===== config.mk =====
export PLATFORM = sky130hd
export DESIGN_NAME = timer_bank
export DESIGN_NICKNAME = d
export VERILOG_FILES = /design/src/rtl/timer_bank.sv
export SDC_FILE = /design/constraint.sdc
export NUM_CORES = 1
export LEC_CHECK = 0
export BUFFER_PORTS_ARGS = -buffer_cell sky130_fd_sc_hd__buf_2
export CAP_MARGIN = 20
export CORE_MARGIN = 8
export CORE_UTILIZATION = 49
export DETAILED_ROUTE_END_ITERATION = 7
export GPL_ROUTABILITY_DRIVEN = 0
export PLACE_DENSITY = 0.78
export SKIP_LAST_GASP = 1
export SYNTH_ARGS = -nofsm -noshare
export SYNTH_HDL_FRONTEND = slang
export SYNTH_SLANG_ARGS = --single-unit
export TNS_END_PERCENT = 1

===== constraint.sdc =====
create_clock -name axi_clk -period 2.85 [get_ports axi_clk]
set_input_delay 0.4275 -clock axi_clk [delete_from_list [all_inputs] [get_ports axi_clk]]
set_output_delay 0.4275 -clock axi_clk [all_outputs]
set_load 0.01 [all_outputs]

===== src/rtl/timer_bank.sv =====
// timer_bank: NUM_CH independent prescaled up-counters with compare match, periodic/one-shot mode and sticky interrupts
// Ports: axi_clk/rst_n clock and async active-low reset; enable/clear/one_shot/irq_en/irq_clear per-channel controls;
// prescaler/compare packed per channel; counter/match_pulse/irq_status/done per-channel state; irq combined interrupt.
module timer_bank #(
    parameter int NUM_CH    = 4,
    parameter int WIDTH     = 32,
    parameter int PSC_WIDTH = 16
) (
    input  logic                        axi_clk,
    input  logic                        rst_n,
    input  logic [NUM_CH-1:0]           enable,
    input  logic [NUM_CH-1:0]           clear,
    input  logic [NUM_CH-1:0]           one_shot,
    input  logic [NUM_CH*PSC_WIDTH-1:0] prescaler,
    input  logic [NUM_CH*WIDTH-1:0]     compare,
    input  logic [NUM_CH-1:0]           irq_en,
    input  logic [NUM_CH-1:0]           irq_clear,
    output logic [NUM_CH*WIDTH-1:0]     counter,
    output logic [NUM_CH-1:0]           match_pulse,
    output logic [NUM_CH-1:0]           irq_status,
    output logic [NUM_CH-1:0]           done,
    output logic                        irq
);
    logic [WIDTH-1:0]     cnt_q [NUM_CH];
    logic [PSC_WIDTH-1:0] psc_q [NUM_CH];
    logic [NUM_CH-1:0]    done_q, mp_q, sts_q, run, tick, hit;

    always_comb begin
        run  = '0;
        tick = '0;
        hit  = '0;
        for (int n = 0; n < NUM_CH; n++) begin
            run[n]  = enable[n] & ~clear[n] & ~done_q[n];
            // >= so a prescaler lowered below the running count ticks immediately
            tick[n] = run[n] && (psc_q[n] >= prescaler[n*PSC_WIDTH +: PSC_WIDTH]);
            hit[n]  = tick[n] && (cnt_q[n] == compare[n*WIDTH +: WIDTH]);
        end
    end

    always_ff @(posedge axi_clk or negedge rst_n) begin
        if (!rst_n) begin
            for (int n = 0; n < NUM_CH; n++) begin
                cnt_q[n] <= '0;
                psc_q[n] <= '0;
            end
            done_q <= '0;
            mp_q   <= '0;
            sts_q  <= '0;
        end else begin
            mp_q  <= hit;
            // set wins over a simultaneous clear strobe
            sts_q <= (sts_q & ~irq_clear) | hit;
            for (int n = 0; n < NUM_CH; n++) begin
                if (clear[n]) begin
                    cnt_q[n]  <= '0;
                    psc_q[n]  <= '0;
                    done_q[n] <= 1'b0;
                end else if (run[n]) begin
                    psc_q[n] <= tick[n] ? '0 : psc_q[n] + 1'b1;
                    if (hit[n]) begin
                        cnt_q[n]  <= one_shot[n] ? cnt_q[n] : '0;
                        done_q[n] <= one_shot[n];
                    end else if (tick[n]) begin
                        cnt_q[n] <= cnt_q[n] + 1'b1;
                    end
                end
            end
        end
    end

    for (genvar n = 0; n < NUM_CH; n++) begin : g_cnt
        assign counter[n*WIDTH +: WIDTH] = cnt_q[n];
    end

    assign match_pulse = mp_q;
    assign irq_status  = sts_q;
    assign done        = done_q;
    assign irq         = |(sts_q & irq_en);
endmodule


==> impl_metrics.toml, run 1 <==
[status]
outcome = "finished, final reports clean"

[route]
first_pass_iters = 6
ant_nets = 0
drt-initial-drc-count = 904
vias = 14063
wl_per_cell_um = 18.0
wl_um = 43700
avgViaCountPerCell = 5.80
drcViolationCount = 0

[grt]
grt_pass1_wl_um = 70200
grt_antenna_before_repair = 3
grt_overflow = 0
grt_max_degree = 81
first_global_vias = 14037
grt_util_all_layers_pct = 24.7

[cts]
clk_pin_slew_worst_paths_ps = 60
clk_latency_ps = 520
cts_tree = "done"
htreeDepth = 1
cts-root-buf = "clkbuf_16"
clock_sinks = 204
cts_buffers = 25
clockBufferDepth = 3

[setup_path]
cp_max_fo = 19
crit_type = "reg -> reg"
rrSetupSlack_ps = 130
startpoint_type = "flip-flop"
critPathRequiredTime_ps = 3300
startpoint = "psc_q[57]$_DFFE_PN0P_"
crit_path_end_kind = "flip-flop"
arrival_ps = 3160
reg2reg_from = "psc_q[57]$_DFFE_PN0P_"
r2r_cells = 8
r2r_end = "counter[23]$_DFFE_PN0P_"
crit_path_end = "counter[23]$_DFFE_PN0P_"

[cells_and_area]
drive_gt1_share_pct = 23.9
fillers = 2395
syn2layout_area_growth_pct = 24.8
fin_util_pct = 62.3
final_nets = 2315

[placed_design]
place_hpwl_um = 33600
place_worst_setup_slack_ps = -6.47
io_buffers = 354

[synth]
synth_top_cell_area_share_pct = 36.7
ys_types = 72
ys_ff_latch = 204
syn-cell-area_mm2 = 0.0139
synth-xor-area-share_pct = 11.1
synth_nets = 1932
ys_top_cells_by_area = "dfrtp_1 37%, xnor2_1 6.8%, ha_1 6.5%"
synth_compound_area_share_pct = 15.8
synth_simple_gate_area_share_pct = 24.2
ys.flop_type = "dfrtp_1"
synthesis.instances = 1646
ys_seq_area_share_pct = 36.7
async_flop_share_pct = 100
synth_edf_count = 0
synth_mux_area_share_pct = 0.468
synth.avg_cell_area_um2 = 8.45
synth_top_family_by_area = "simple AND/OR/NAND/NOR gates"
synth_top_area_cell = "dfrtp_1"
yosys_warnings = 0
synthAdderAreaFrac_pct = 6.47

[floorplanning]
io-pin-count = 355
initial_utilization_pct = 49.9
rows = 61
die_height_um = 185
die_w_um = 185
core-area_mm2 = 0.0279
dieArea_mm2 = 0.0340

[power_and_ir_drop]
swShare_pct = 23.9
cellLeakagePower_nw = 8.41
power.internal_mw = 5.32
power.density_mw_per_mm2 = 402
power_frac_seq_pct = 42.3
p_total_mw = 6.99
power.switching_mw = 1.67
p_clk_share_pct = 48.1
p_comb_share_pct = 9.6
ir_drop_v = 0.000349

[flow_run]
maxCapViolations = 0

[timing]
fin_crit_ps = 2720
rsz0062_at_grt = "true"
slew_headroom_pct = 53.7
setup_viol = 0
holdWs_ps = 143
clock_skew_ps = 11.4
maxSlewViolCount = 0
final_hold_viol_count = 0
max_slew.worst_pin.slew_ps = 689
tns_ps = 0
fmax_mhz = 368
post-route-period-util_pct = 95.4
layout_setup_ws_ps = 131

[hold_path]
min_path_type = "in -> reg"
synth_stat cells (40+ instances only):
library cell / count
nand2_1: 136
nand3_1: 97
dfrtp_1: 204
nor2_1: 114
inv_1: 123
a31oi_1: 40
o21ai_0: 91
a21oi_1: 88
xnor2_1: 108
xor2_1: 69
ha_1: 72
nand4_1: 74
logic make-up (layout without fill, tap and decap cells):
logic type	after synthesis	count (layout)
AND/OR/NAND/NOR	645	645
AO/OA/AOI/OAI	357	357
flip-flops	204	204
buffers and inverters	185	585
XOR/XNOR	177	177
adder cells (fa/ha/maj)	72	72
multiplexers	6	6
other	0	1
through the flow:
step | instance area [um^2] | std cells
2_1_floorplan | 13900 | 1646
4_1_cts | 17400 | 2424
6_report | 17400 | 2425
3_3_place_gp | 16500 | 2379
3_5_place_dp | 16500 | 2379
5_1_grt | 17400 | 2425
sequential cells by signal, summed over array words and instances, names as in the netlist:
signal / flops
done: 4
match_pulse: 4
psc_q: 64
irq_status: 4
counter: 128
power by group through the flow:
stage | clock network (mW) | registers (mW) | logic, mW
after floorplan | 0 | 3.00 | 0.320
after global placement | 0 | 3.00 | 0.649
after detailed placement | 0 | 3.00 | 0.670
after CTS | 3.40 | 2.95 | 0.676
after global routing | 3.52 | 2.96 | 0.752
final | 3.36 | 2.95 | 0.672
layout make-up:
class / count / area [um^2] / share of cell area (%)
Clock inverter: 9 / 120 / 0.692
Multi-Input combinational cell: 1257 / 8100 / 46.6
Inverter: 123 / 462 / 2.66
Tap cell: 378 / 473 / 2.72
Timing Repair Buffer: 418 / 2350 / 13.5
Antenna cell: 1 / 2.50 / 0.0144
Clock buffer: 35 / 753 / 4.34
Sequential cell: 204 / 5100 / 29.4
cells in the final DEF, fill, tap and decap left out, types with 8 or more instances in the layout:
cell type	synthesis	layout
nor2b_1	13	13
nor2_1	114	114
nand2b_1	23	23
a21o_1	19	19
ha_1	72	72
a31oi_1	40	39
a41oi_1	8	8
xnor2_1	108	108
inv_1	123	123
o21ai_1	28	29
nand4_1	74	74
or3_1	31	31
and4_1	14	14
nand3b_1	8	8
o21ai_0	91	90
a21oi_1	88	88
xor2_1	69	69
nor3_1	33	33
and2_1	14	14
and3_1	32	32
clkbuf_8	0	10
buf_4	1	56
nor4_1	26	26
or2_2	8	8
nand2_1	136	136
clkbuf_16	0	25
nand3_1	97	97
dfrtp_1	204	204
o31ai_1	21	21
buf_2	17	353
repair_timing:
action	in CTS	in global routing
endpoints found under the hold margin	39	0
endpoints found under the setup margin	0	39
resized for setup	0	1
hold buffers	1	0
buffers inserted	0	0
critical path: stages (launching register included):
cell and delay [ps]:
dfrtp_1 430, ha_1 330, nand4_1 170, nor4_1 360
a311oi_2 100, nand2_1 120, or3b_2 650, or3_1 410
o21ai_1 80
worst min-delay path by stage:
stage / end / startpoint / slack, ps / cells past startpoint
final: irq_status[1]$_DFF_PN0_ / irq_clear[1] / 140 / 2
after global routing: irq_status[1]$_DFF_PN0_ / irq_clear[1] / 140 / 2
after CTS: irq_status[1]$_DFF_PN0_ / irq_clear[1] / 120 / 2
after detailed placement: counter[105]$_DFFE_PN0P_ / rst_n / 380 / 1
after global placement: counter[105]$_DFFE_PN0P_ / rst_n / 390 / 1
after floorplan: counter[0]$_DFFE_PN0P_ / rst_n / 130 / 0
per-layer routing:
layer  track usage (%)  wire (um)
met5                 0         24
met4              8.94       1500
met3              4.51       3330
met2              42.0      21300
met1              30.9      17600
(Power assumes the default switching activity.)
==> inputs of run 2 (changes only) <==
--- a/config.mk
+++ b/config.mk
@@ -11,8 +11,9 @@
 export CORE_UTILIZATION = 49
 export DETAILED_ROUTE_END_ITERATION = 7
 export GPL_ROUTABILITY_DRIVEN = 0
-export PLACE_DENSITY = 0.78
+export PLACE_DENSITY = 0.88
 export SKIP_LAST_GASP = 1
+export SLEW_MARGIN = 40
 export SYNTH_ARGS = -nofsm -noshare
 export SYNTH_HDL_FRONTEND = slang
 export SYNTH_SLANG_ARGS = --single-unit
==> run 2 against run 1 <==
Compared with the run above: sequential power about the same; global-route usage up 0.13 points; clock-buffer cell count up 3; final cell count down 0.29%; combinational power up 0.6%; clock skew down 2.0 ps.
==> impl_metrics.toml, run 2 (synthesis gave the netlist of run 1 again) <==
[route]
avgViaCountPerCell = 5.87
routed.top_layer = "met5"
wl_met2_um = 21300
drcViolationCount = 0
drt-initial-drc-count = 1145
routed-wl-met3_um = 3570
ant_nets = 0
wl_um = 43700
first_pass_iters = 5
vias = 14183
met1Wirelength_um = 17100
wl_per_cell_um = 18.1

[cts]
clock_sinks = 204
cts_buffers = 25
cts_setup_buffers = 0
clockBufferDepth = 3
cts-root-buf = "clkbuf_16"
htreeDepth = 1
clk_latency_ps = 520
cts_tree = "done"
clk_pin_slew_worst_paths_ps = 60

[placed_design]
place_hpwl_um = 33200
io_buffers = 354
place_worst_setup_slack_ps = -52.9
dpl-instance-area_mm2 = 0.0164

[grt]
grt_pass1_wl_um = 70800
first_global_vias = 14288
grt_max_degree = 67
grt_util_all_layers_pct = 24.8
grt_antenna_before_repair = 2
grt_overflow = 0

[setup_path]
critPathRequiredTime_ps = 3280
cp.buffers_inverters = 1
startpoint_type = "flip-flop"
crit_path_end_kind = "flip-flop"
cp_top_family = "compound AO/OA/AOI/OAI gates"
crit_type = "reg -> reg"
critical_path.slowest_cell = "o21ai_0"
cp_max_fo = 29
max_stage_delay_ps = 490
crit_chain = "ha_1 > a21oi_1 > o21ai_0 > nor2_1 > nor3_1 > and3_1 > buf_4 > a41oi_1 > a31oi_1"
arrival_ps = 3210

[hold_path]
min_path_type = "in -> reg"

[timing]
setup_viol = 0
post-route-period-util_pct = 97.3
layout_setup_ws_ps = 76.5
maxSlewViolCount = 0
clock_skew_ps = 9.47
fin_crit_ps = 2770
final_hold_viol_count = 0
max_slew.worst_pin.slew_ps = 650
rsz0062_at_grt = "true"
fmax_mhz = 361
holdWs_ps = 103
slew_headroom_pct = 56.3

[power_and_ir_drop]
ir_drop_v = 0.000416
cellLeakagePower_nw = 8.33
p_total_mw = 6.73
power.density_mw_per_mm2 = 390

[cells_and_area]
final_common_cell = "buf_2"
stdcell_area_mm2 = 0.0173
fin_util_pct = 62.0
final_nets = 2308
drive_gt1_share_pct = 23.3
syn2layout_area_growth_pct = 24.0
final_cell_mix = "353 x buf_2, 204 x dfrtp_1, 136 x nand2_1, 123 x inv_1, 114 x nor2_1"
largest_reg_flops = 128

[floorplanning]
dieArea_mm2 = 0.0340
die_height_um = 185
rows = 61
die_w_um = 185
core-area_mm2 = 0.0279
initial_utilization_pct = 49.9
io-pin-count = 355

[flow_run]
maxCapViolations = 0

[status]
outcome = "finished, final reports clean"
run 2: cell count changes in the layout (fill, tap and decap cells not counted), sizes merged:
cell    change
bufinv      -2
clkbuf      +3
clkinv      -2
buf         -7
inv         +1
run 2: final cells by class:
class                           instances  area (um^2)
Fill cell                            2262        10600
Inverter                              123          462
Timing Repair Buffer                  411         2310
Clock buffer                           38          734
Tap cell                              378          473
Multi-Input combinational cell       1257         8110
Antenna cell                            1         2.50
Clock inverter                          6         62.6
Sequential cell                       204         5100
run 2: per-stage QoR:
step	cells	setup TNS, ps
global route	2417	-2010
floorplan	1646	0
finish	2418	0
CTS	2417	0
global placement	2372	0
detailed placement	2372	-201
run 2: per-layer routing:
| layer | global-route usage (%) | up-vias |
|---|---|---|
| met1 | 31.0 | 6686 |
| li1 | - | 6638 |
| met5 | 0 | - |
| met2 | 42.0 | 720 |
| met3 | 4.47 | 135 |
| met4 | 10.1 | 4 |
run 2: worst paths after layout:
kind / from / to / slack (ps) / depth (start not counted)
max: psc_q[45]$_DFFE_PN0P_ / counter[48]$_DFFE_PN0P_ / 80 / 9
min: irq_clear[1] / irq_status[1]$_DFF_PN0_ / 100 / 2
max reg2reg: psc_q[45]$_DFFE_PN0P_ / counter[48]$_DFFE_PN0P_ / 80 / 9
min reg2reg: irq_status[2]$_DFF_PN0_ / irq_status[2]$_DFF_PN0_ / 510 / 1
max in group asynchronous: rst_n / psc_q[13]$_DFFE_PN0P_ / 1640 / 3
min in group asynchronous: rst_n / counter[87]$_DFFE_PN0P_ / 490 / 2
run 2: worst register-to-register path, cell delays in order, from the launching register on:
cell and delay (ps):
dfrtp_1 420, ha_1 310, a21oi_1 60, o21ai_0 490, nor2_1 110, nor3_1 380, and3_1 230, buf_4 310
a41oi_1 210, a31oi_1 170
run 2: timing repair:
| action | in CTS | in global routing |
|---|---|---|
| resized for setup | 0 | 2 |
| hold buffers | 1 | 0 |
| endpoints found under the hold margin | 61 | 0 |
| setup endpoints to repair | 0 | 47 |
run 2: where the power goes:
part / internal, mW / leakage (nW) / switching, mW
Clock: 1.86 / 0.394 / 1.25
Sequential: 2.92 / 2.84 / 0.0325
Combinational: 0.305 / 5.10 / 0.372
==> inputs of run 3 (changes only) <==
--- a/config.mk
+++ b/config.mk
@@ -8,10 +8,10 @@
 export BUFFER_PORTS_ARGS = -buffer_cell sky130_fd_sc_hd__buf_2
 export CAP_MARGIN = 20
 export CORE_MARGIN = 8
-export CORE_UTILIZATION = 49
+export CORE_UTILIZATION = 59
 export DETAILED_ROUTE_END_ITERATION = 7
 export GPL_ROUTABILITY_DRIVEN = 0
-export PLACE_DENSITY = 0.88
+export PLACE_DENSITY = 0.95
 export SKIP_LAST_GASP = 1
 export SLEW_MARGIN = 40
 export SYNTH_ARGS = -nofsm -noshare
==> constraint.sdc (replaced) <==
create_clock -name axi_clk -period 3.2 [get_ports axi_clk]
set_input_delay 0.48 -clock axi_clk [delete_from_list [all_inputs] [get_ports axi_clk]]
set_output_delay 0.48 -clock axi_clk [all_outputs]
set_load 0.01 [all_outputs]
==> run 3 against run 2 <==
Compared with the run above: the run now ends with hold timing left; clock power decreased by 16%; worst hold slack got worse by 120 ps; core utilization increased by 11 points; via count increased by 2.3%; total power decreased by 13%; maximum frequency decreased by 7.4%; routed wire length increased by 1.4%; clock-buffer cell count decreased by 6; global-route usage increased by 5.0 points; combinational power decreased by 12%.
==> impl_metrics.toml, run 3 (synthesis gave the netlist of run 1 again) <==
[setup_path]
cp.buffers_inverters = 1
max_stage_delay_ps = 630
crit_type = "reg -> reg"
cp_max_fo = 8
critPathRequiredTime_ps = 3620
crit_path_end_kind = "flip-flop"
cp_top_family = "simple AND/OR/NAND/NOR gates"
critical_path.slowest_cell = "or4b_2"
startpoint_type = "flip-flop"
arrival_ps = 3410
crit_chain = "inv_1 > ha_1 > nand2b_1 > a2111o_1 > a311oi_2 > nand2_1 > and2_1 > or4b_2 > o211ai_1"

[route]
first_pass_iters = 5
vias = 14508
wl_um = 44300
drcViolationCount = 0
wl_per_cell_um = 19.0
avgViaCountPerCell = 6.22
ant_nets = 0
drt-initial-drc-count = 1452

[timing]
slew_headroom_pct = 50.6
fmax_mhz = 334
clock_skew_ps = 8.26
holdWs_ps = -14.5
layout_setup_ws_ps = 206
post-route-period-util_pct = 93.6
rsz0062_at_grt = "false"
tns_ps = 0
maxSlewViolCount = 0
final_hold_viol_count = 9
fin_crit_ps = 2990
max_slew.worst_pin.slew_ps = 741
setup_viol = 0

[cells_and_area]
fin_cells = 2334
drive_gt1_share_pct = 22.5
final_nets = 2284
largest_reg_flops = 128
final_cell_mix = "353 x buf_2, 204 x dfrtp_1, 136 x nand2_1, 123 x inv_1, 114 x nor2_1"
syn2layout_area_growth_pct = 21.6
final_common_cell = "buf_2"

[cts]
clk_latency_ps = 500
cts-root-buf = "clkbuf_16"
hold_buffers = 0
clockBufferDepth = 3
clk_pin_slew_worst_paths_ps = 60
cts_buffers = 22
cts_setup_buffers = 0
cts_tree = "done"
clock_sinks = 204
htreeDepth = 1

[placed_design]
place_hpwl_um = 33100
place_worst_setup_slack_ps = 32.4
place_inst = 2293
io_buffers = 354

[floorplanning]
core-area_mm2 = 0.0233
io-pin-count = 355
die_height_um = 170
rows = 56
initial_utilization_pct = 59.6
die_w_um = 170
dieArea_mm2 = 0.0288

[power_and_ir_drop]
power.density_mw_per_mm2 = 345
p_comb_share_pct = 10.2
power.switching_mw = 1.41
cellLeakagePower_nw = 8.18
ir_drop_v = 0.000269
p_total_mw = 5.83
power_frac_seq_pct = 45.1
power.internal_mw = 4.42
p_clk_share_pct = 44.7
swShare_pct = 24.2

[status]
violations = "hold timing"
outcome = "finished, violations left"

[grt]
grt_util_all_layers_pct = 29.8
first_global_vias = 14739
grt_antenna_before_repair = 6
grt_max_degree = 94
grt_overflow = 0
grt_pass1_wl_um = 71600

[hold_path]
min_path_type = "in -> async"

[flow_run]
maxCapViolations = 0
==> run 3: cell types whose count changed in the layout (fill, tap and decap cells not counted), sizes merged <==
cell and delta:
clkbuf -7, inv -1, dlygate4sd3 -1, buf -19
bufinv +1, diode +2
==> run 3: worst paths after layout <==
check,cells after the start,slack (ps),startpoint,end
max in group asynchronous,2,2390,rst_n,counter[59]$_DFFE_PN0P_
min,1,-10,rst_n,counter[95]$_DFFE_PN0P_
max reg2reg,9,210,psc_q[48]$_DFFE_PN0P_,counter[2]$_DFFE_PN0P_
min reg2reg,1,520,irq_status[3]$_DFF_PN0_,irq_status[3]$_DFF_PN0_
max,9,210,psc_q[48]$_DFFE_PN0P_,counter[2]$_DFFE_PN0P_
min in group axi_clk,2,170,irq_clear[1],irq_status[1]$_DFF_PN0_
==> run 3: layout make-up <==
type                    instances  area (um^2)
multi-input cells            1257         8120
well taps                     319          399
fillers                      1676         6420
clock buffers                  32          649
clock inverters                 6         80.1
flip-flops and latches        204         5100
repair buffers                390         2090
inverters                     123          462
diodes                          3         7.51
==> run 3: repair_timing <==
action / 4_1_cts / 5_1_grt
resized for setup: 0 / 1
hold endpoints to repair: 0 / 0
endpoints found under the setup margin: 0 / 11
==> run 3: per-stage QoR <==
stage               instance area [um^2]  hold WS (ps)  util [%]
global placement                   16200           482      69.2
floorplan                          13900           184         -
detailed placement                 16200           502      69.3
global route                       16900          40.7      72.5
CTS                                16900          84.8      72.4
finish                             16900         -14.5      72.5
==> run 3: metal layers <==
metal,vias up,GRT usage (%),routed length [um]
li1,6600,-,-
met1,6869,35.1,16600
met2,855,50.9,21700
met5,-,0,20
met4,4,15.8,2090
met3,180,5.98,3900
==> run 3: power by group through the flow <==
stage | clock (mW) | sequential, mW | combinational [mW]
global route | 2.75 | 2.63 | 0.659
finish | 2.61 | 2.63 | 0.595
CTS | 2.65 | 2.63 | 0.593
detailed placement | 0 | 2.67 | 0.588
global placement | 0 | 2.67 | 0.555
floorplan | 0 | 2.67 | 0.285
==> run 3: worst reg2reg max path, stage by stage, from the launching register on <==
cell and delay, ps:
dfrtp_1 420, inv_1 70, ha_1 260, nand2b_1 160
a2111o_1 440, a311oi_2 310, nand2_1 220, and2_1 300
or4b_2 630, o211ai_1 100
